<file path="src/rtl/mem_miss_sequencer.sv">
// Miss sequencer arbitrating I-fills, D read/write misses and dirty evictions onto one memory port.
// Optional: define MEM_MISS_WRITE_ALLOCATE_EN to fetch the line before merging a D write miss.
module mem_miss_sequencer #(
    parameter int ADDR_W  = 16,
    parameter bit D_FIRST = 1'b1,
    parameter int TIMEOUT = 64
) (
    input  logic              clk,
    input  logic              rst_n,
    input  logic              i_miss,
    input  logic [ADDR_W-1:0] i_addr,
    input  logic              d_re,
    input  logic              d_we,
    input  logic              d_hit,
    input  logic              d_dirty,
    input  logic [ADDR_W-1:0] d_addr,
    input  logic [ADDR_W-1:0] d_victim_addr,
    input  logic              mem_rdy,
    output logic              mem_re,
    output logic              mem_we,
    output logic [ADDR_W-1:0] mem_addr,
    output logic              i_fill_we,
    output logic              d_fill_we,
    output logic              d_wr_we,
    output logic              d_set_dirty,
    output logic              i_done,
    output logic              d_done,
    output logic              err,
    output logic              busy
);

    typedef enum logic [2:0] {
        IDLE    = 3'd0,
        I_FILL  = 3'd1,
        D_EVICT = 3'd2,
        D_FILL  = 3'd3,
        D_WRITE = 3'd4
    } state_t;

    localparam int CNT_W = (TIMEOUT > 2) ? $clog2(TIMEOUT) : 1;
    localparam logic [CNT_W-1:0] CNT_LAST = (TIMEOUT > 0) ? CNT_W'(TIMEOUT - 1) : '0;

`ifdef MEM_MISS_WRITE_ALLOCATE_EN
    localparam state_t WR_MISS_STATE = D_FILL;
`else
    localparam state_t WR_MISS_STATE = D_WRITE;
`endif

    state_t              state_reg, state_next;
    logic [CNT_W-1:0]    cnt_reg;
    logic [ADDR_W-1:0]   mem_addr_reg;
    logic [ADDR_W-1:0]   d_addr_reg;
    logic                d_write_reg;

    logic d_miss;
    logic i_wins;
    logic d_wins;
    logic wait_state;
    logic timeout_hit;

    assign d_miss      = (d_re | d_we) & ~d_hit;
    assign i_wins      = i_miss & ~(d_miss & D_FIRST);
    assign d_wins      = d_miss & ~i_wins;
    assign wait_state  = (state_reg == I_FILL) | (state_reg == D_EVICT) | (state_reg == D_FILL);
    assign timeout_hit = (TIMEOUT != 0) && wait_state && !mem_rdy && (cnt_reg == CNT_LAST);
    assign mem_addr    = mem_addr_reg;

    always_ff @(posedge clk or negedge rst_n) begin
        if (!rst_n) begin
            state_reg <= IDLE;
        end else begin
            state_reg <= state_next;
        end
    end

    always_comb begin
        state_next = state_reg;
        case (state_reg)
            IDLE: begin
                if (i_wins) begin
                    state_next = I_FILL;
                end else if (d_wins) begin
                    if (d_dirty)   state_next = D_EVICT;
                    else if (d_re) state_next = D_FILL;
                    else           state_next = WR_MISS_STATE;
                end
            end
            I_FILL: begin
                if (mem_rdy || timeout_hit) state_next = IDLE;
            end
            D_EVICT: begin
                if (mem_rdy)          state_next = d_write_reg ? WR_MISS_STATE : D_FILL;
                else if (timeout_hit) state_next = IDLE;
            end
            D_FILL: begin
                if (mem_rdy)          state_next = d_write_reg ? D_WRITE : IDLE;
                else if (timeout_hit) state_next = IDLE;
            end
            D_WRITE: state_next = IDLE;
            default: state_next = IDLE;
        endcase
    end

    // Counter restarts on every state change so each request phase gets a full timeout window.
    always_ff @(posedge clk or negedge rst_n) begin
        if (!rst_n) begin
            cnt_reg      <= '0;
            mem_addr_reg <= '0;
            d_addr_reg   <= '0;
            d_write_reg  <= 1'b0;
        end else begin
            if (state_next != state_reg) begin
                cnt_reg <= '0;
            end else if (wait_state) begin
                cnt_reg <= cnt_reg + CNT_W'(1);
            end

            if (state_reg == IDLE) begin
                if (i_wins) begin
                    mem_addr_reg <= i_addr;
                end else if (d_wins) begin
                    mem_addr_reg <= d_dirty ? d_victim_addr : d_addr;
                    d_addr_reg   <= d_addr;
                    d_write_reg  <= ~d_re;
                end
            end else if (state_reg == D_EVICT && mem_rdy) begin
                mem_addr_reg <= d_addr_reg;
            end
        end
    end

    always_comb begin
        mem_re      = 1'b0;
        mem_we      = 1'b0;
        i_fill_we   = 1'b0;
        d_fill_we   = 1'b0;
        d_wr_we     = 1'b0;
        d_set_dirty = 1'b0;
        i_done      = 1'b0;
        d_done      = 1'b0;
        err         = timeout_hit;
        busy        = (state_reg != IDLE);
        case (state_reg)
            IDLE: begin
                if (d_we && d_hit) begin
                    d_wr_we     = 1'b1;
                    d_set_dirty = 1'b1;
                end
            end
            I_FILL: begin
                mem_re    = 1'b1;
                i_fill_we = mem_rdy;
                i_done    = mem_rdy;
            end
            D_EVICT: begin
                mem_we = 1'b1;
            end
            D_FILL: begin
                mem_re    = 1'b1;
                d_fill_we = mem_rdy;
                d_done    = mem_rdy & ~d_write_reg;
            end
            D_WRITE: begin
                d_wr_we     = 1'b1;
                d_set_dirty = 1'b1;
                d_done      = 1'b1;
            end
            default: ;
        endcase
    end

endmodule
</file>
<file path="config.mk">
export PLATFORM = sky130hd
export DESIGN_NAME = mem_miss_sequencer
export DESIGN_NICKNAME = d
export VERILOG_FILES = /design/src/rtl/mem_miss_sequencer.sv
export SDC_FILE = /design/constraint.sdc
export NUM_CORES = 1
export LEC_CHECK = 0
export ABC_AREA = 1
export CAP_MARGIN = 20
export CORE_ASPECT_RATIO = 0.6
export CORE_MARGIN = 2
export CORE_UTILIZATION = 40
export DETAILED_ROUTE_END_ITERATION = 7
export PLACE_DENSITY = 0.76
export SYNTH_ARGS = -nofsm -noshare
export SYNTH_HDL_FRONTEND = slang
export SYNTH_SLANG_ARGS = --single-unit
</file>
<file path="constraint.sdc">
create_clock -name clk -period 1.3 [get_ports clk]
set_input_delay 0.26 -clock clk [delete_from_list [all_inputs] [get_ports clk]]
set_output_delay 0.26 -clock clk [all_outputs]
set_load 0.02 [all_outputs]
</file>
== Yosys cells after proc, flatten, opt, wreduce, memory -nomap -nowiden ==
Index checks and enable logic that the tools add are counted.

* Register bits: 42
* Input port bits: 56
* Output and inout bits: 26
* Word-level logic and storage cells: 63

* $add $sub $neg: 1
* Equal/unequal tests: 7
* Muxes and demuxes: 25
* Bitwise logic cells: 12
* Reductions and logical operators: 13

{| class="wikitable"
|+ Operator list
! kind !! count
|-
| 2-to-1 mux 16 bit || 5
|-
| 2-to-1 mux 3 bit || 10
|-
| 2-to-1 mux 6 bit || 2
|-
| one-hot mux 3 bit (4 select lines) || 1
|-
| adder 6 x 1 -> 6 bit (second input constant) || 1
|-
| == test 3 x 2 -> 1 bit (second input constant) || 2
|-
| == test 6 bit (second input constant) || 1
|-
| 2-to-1 mux 1 bit || 5
|-
| NOT 1 bit || 5
|-
| bitwise AND 1 bit || 4
|-
| logical AND 1 bit || 4
|-
| one-hot mux 1 bit (2 select lines) || 2
|-
| nonzero test 2 bit || 2
|-
| == test 3 x 1 -> 1 bit (second input constant) || 1
|-
| == test 3 bit (second input constant) || 1
|-
| logical NOT 3 bit || 1
|-
| != test 3 bit || 1
|-
| != test 3 bit (second input constant) || 1
|-
| OR 1 bit || 3
|-
| AND reduction 3 bit || 1
|-
| nonzero test 3 bit || 1
|-
| AND reduction 2 bit || 1
|-
| OR reduction 2 bit || 1
|-
| logical NOT 1 bit || 1
|-
| logical OR 1 bit || 1
|}

== Depth between registers and ports, before layout ==
* Depth after elaboration: 11
* Depth in mapped cells: 11
* Mapped depth without buffers: 11

== Worst setup path before layout ==
Ideal clock, no wire load.

* Path kind: register to output
* From: register state_reg[2]
* To: output port i_fill_we
* Arrival time: 1562 ps
* Data required time: 1040 ps
* Slack: -522 ps
* Cell stages (with the launch flop): 4
* Buffers on the path: 2
* Cells stage by stage: dfrtp_1 > buf_4 > nor4_1 > buf_4

* Cells in the longest elaborated chain, start to end: 2

{| class="wikitable"
|+ Ends and longest elaborated chain
! element !! line !! RTL
|-
| from (decl) || 49 || <nowiki>state_t state_reg, state_next;</nowiki>
|-
| from (signal assigned) || 72 || <nowiki>state_reg <= state_next;</nowiki>
|-
| == test 3 x 1 -> 1 bit || - ||
|-
| 2-to-1 mux 1 bit || - ||
|-
| to (decl) || 22 || <nowiki>output logic i_fill_we,</nowiki>
|}

No other way between the ends.

== Final worst setup path ==
* From: register state_reg[0]
* To: register cnt_reg[0]

* Cells in the longest elaborated chain, start to end: 10
* Elaborated cells between the ends (all ways): 19
* Classes of those cells: eq/ne (4); mux (8); bitwise (2); reduce/logical (5)

{| class="wikitable"
|+ Ends and longest elaborated chain
! element !! line !! RTL
|-
| == test 3 x 1 -> 1 bit / == test 3 x 2 -> 1 bit (equally long branches) || 64, 78 ||
|-
| OR 1 bit (2 in series) || 64 || <nowiki>assign wait_state = (state_reg == I_FILL) | (state_reg == D_EVICT) | (state_reg == D_FILL);</nowiki>
|-
| logical AND 1 bit (2 in series) || 65 || <nowiki>assign timeout_hit = (TIMEOUT != 0) && wait_state && !mem_rdy && (cnt_reg == CNT_LAST);</nowiki>
|-
| 2-to-1 mux 3 bit / logical OR 1 bit (equally long branches) || 93, 97, 89 ||
|-
| 2-to-1 mux 3 bit (on tied branches) || 96, 89, 92 ||
|-
| one-hot mux 3 bit (4 select lines) * || 78 || <nowiki>case (state_reg)</nowiki>
|-
| named net state_next[2] || 49 ||
|-
| != test 3 bit * || 112 || <nowiki>if (state_next != state_reg) begin</nowiki>
|-
| 2-to-1 mux 6 bit / nonzero test 2 bit (equally long branches) || - ||
|-
| to (signal assigned) || 115 || <nowiki>cnt_reg <= cnt_reg + CNT_W'(1);</nowiki>
|-
| to (decl) || 50 || <nowiki>logic [CNT_W-1:0] cnt_reg;</nowiki>
|}

Mark *: on every way through the listed nets, which the timed path passes. The rest lies on a longest branch.
A chain may end at the register's enable or synchronous reset.

==> impl_metrics.yaml <==
yosys:
  yosys_warnings: 0
  synth-async-reset-ratio_pct: 100
  syn_nets: 355
  synthTopCellsByArea: "dfrtp_1 44%, nand2_1 13%, o211ai_1 7.6%"
  synthDistinctLibCells: 29
  synth_flop_cell: "dfrtp_1"
  synth_edf_count: 0
  yosysTopAreaCell: "dfrtp_1"
  ys_seq_area_share_pct: 44.3
  synth_area_per_cell_um2: 7.96
  synthAdderAreaFrac_pct: 0.528
  synth-simple-area-share_pct: 27.1
  yosys.area.top_type_share_pct: 44.3
  synth_top_family_by_area: "simple AND/OR/NAND/NOR gates"
  syn-cell-area_um2: 2370
  synthXorXnorAreaFrac_pct: 1.85
  muxShareOfSynthArea_pct: 2.32
  synth_compound_area_share_pct: 14.8
  syn_inst: 298
  ys_ff_latch: 42
setup_path:
  critPathSlowestCell: "dfrtp_1"
  critPathLaunchType: "flip-flop"
  max_stage_delay_ns: 0.43
  cp-end-kind: "flip-flop"
  ff2ff_setup_slack_ns: -0.39
  path_max_fanout: 6
  cp.arrival_ns: 1.87
  critical_path_required_ns: 1.47
  path_cells: "nor2_4, inv_2, nor2_4, buf_6, nand2_4, o21ai_4, nor2_1, nand2_1, nor2_2, nand2_4, nor2_2"
  path_class: "reg2reg"
cts:
  ctsLongestPathBuffers: 2
  cts_tree: "built"
  clk_latency_ns: 0.29
  numCtsBuffers: 5
  cts.sinks: 42
  cts.clk_slew.worst_paths_ns: 0.08
  cts_htree_levels: 2
  cts-root-buf: "clkbuf_8"
timing:
  max_freq_mhz: 591
  clock_skew_ns: 0.00909
  rsz0062_at_grt: "true"
  worst_slack_ns: -0.393
  finalMaxSlewViolations: 0
  tightest_slew_ns: 0.360
  fin_crit_ns: 1.69
  period_share_pct: 130
  final-setup-viol-count: 50
  finalHoldViolations: 0
  slew_headroom_pct: 75.9
  hold-worst-slack_ns: 0.336
pwr:
  p_sw_w: 0.00339
  power_leakage_nw: 1.92
  p_clk_share_pct: 10.9
  ir_drop_mv: 0.980
  p_comb_share_pct: 61.7
  power.density_nw_per_um2: 2000
  power_frac_seq_pct: 27.4
  switching_share_pct: 42.5
  p_int_w: 0.00459
place:
  port_buffers: 81
  pre_cts_ws_ns: -0.777
  hpwlAfterDp_um: 5260
  place_congestion: 0.922
floorplan:
  chipWidth_um: 103
  io-pin-count: 82
  fp.coreArea_um2: 5650
  start_util_pct: 42.0
  num_rows: 21
  die_area_um2: 6580
  die_h_um: 63.6
routing:
  drc_errors: 0
  routed_wl_um: 7270
  vias: 2538
  drt_iter0_markers: 136
  wl_per_cell_um: 14.3
  via_per_inst: 4.99
  ant_nets: 0
  firstDrtPassIters: 4
global_route:
  groute.usage.overall_pct: 21.0
  antenna_found_initial: 0
  grt_pass1_wl_um: 10600
  grt_start_max_net_pins: 43
  grt_pass1_vias: 2211
  overflow: 0
job:
  drv_cap: 0
outcome:
  status: "finished, violations left"
  violations: "negative setup slack"
layout:
  num-fill-cells: 417
  nNetsFinal: 485
  area_delta_synth_final_pct: 68.3
  diodes: 0
  drive_gt1_share_pct: 29.6
worst_hold_path:
  hp-class: "in2reg"
-- repair_timing --
item                       4_1_cts  5_1_grt
setup endpoints to repair       68       54
buffers inserted                 9        2
hold buffers                     1        0
hold endpoints to repair        42        0
gates cloned                     0        2
pin swaps                       26       20
gates resized for setup         90       31
-- logic make-up (layout without fill, tap and decap cells) --
group | count (synthesis) | after routing
xor gates and xnor gates | 5 | 5
and+or+nand+nor | 142 | 142
muxes | 5 | 5
DFF | 42 | 42
buffers and inverters | 49 | 180
adders and majority gates | 1 | 1
AOI/OAI and AO/OA | 54 | 54
-- layout make-up --
class / instances / area, um^2 / area share, %
clock inverter: 1 / 5.00 / 0.125
multi-input combinational: 207 / 1250 / 31.4
tap: 80 / 100 / 2.51
clock buffer: 7 / 86.3 / 2.16
sequential: 42 / 1050 / 26.4
inverter: 30 / 113 / 2.82
timing repair buffer: 142 / 1380 / 34.6
-- stage by stage --
stage / total power (W) / cells / setup TNS, ns / cell area, um^2 / util (%)
global route: 0.00848 / 509 / -16.84 / 3990 / 70.7
CTS: 0.00753 / 505 / -13.27 / 3840 / 68.0
floorplan: 0.00471 / 298 / -3.53 / 2460 / -
global placement: 0.00646 / 489 / -22.62 / 3660 / 64.8
finish: 0.00798 / 509 / -13.67 / 3990 / 70.7
detailed placement: 0.00654 / 489 / -23.89 / 3660 / 64.8
-- synthesized netlist by cell type, types with 2 or more instances --
cell type and instances:
nor3_1 2, dfrtp_1 42, nand2_1 80, inv_2 4
nor2_2 9, nor2_4 2, buf_2 5, o21ai_0 17
nor2_1 10, o211ai_1 24, nand3_2 2, xor2_1 4
o21ai_2 2, inv_1 26, mux2_2 4, nand2_2 2
a31oi_1 8, buf_4 5, nand3_1 33, o21ai_1 2
clkbuf_1 7
-- worst paths after layout --
kind	depth (start not counted)	end	from
max in group asynchronous	3	state_reg[1]	rst_n
min reg2reg	2	d_addr_reg[6]	d_addr_reg[6]
min	2	d_write_reg	d_re
min in group asynchronous	3	mem_addr[12]	rst_n
max	11	cnt_reg[0]	state_reg[0]
max reg2reg	11	cnt_reg[0]	state_reg[0]
-- cells in the final DEF, fill, tap and decap left out, drive strengths merged, types with 9 or more instances in the layout --
| cell | instances |
|---|---|
| dlygate4sd2 | 15 |
| clkdlybuf4s50 | 51 |
| o211ai | 24 |
| nor2 | 21 |
| inv | 30 |
| clkbuf | 9 |
| buf | 69 |
| o21ai | 21 |
| dfrtp | 42 |
| nand3 | 35 |
| nand2 | 83 |
-- routing by layer --
layer	vias up	global-route usage, %	share of wire [%]
met5	-	0	0
met4	0	3.62	0.70
met3	6	3.66	6.0
met1	1194	33.6	47
li1	1250	-	-
met2	88	29.7	46
-- critical path: cells and delay by family (launching register included) --
family | cells | cell delay [ns]
simple gates | 8 | 0.79
flops | 1 | 0.43
buf+inv | 2 | 0.21
compound gates | 1 | 0.15
-- power by group through the flow --
stage               Combinational, W  Clock (W)  Sequential [W]
floorplan                    0.00224          0         0.00248
global placement             0.00425          0         0.00221
detailed placement           0.00432          0         0.00223
CTS                          0.00447   0.000872         0.00219
global route                 0.00529   0.000932         0.00226
finish                       0.00492   0.000871         0.00219
(Power assumes the default switching activity.)
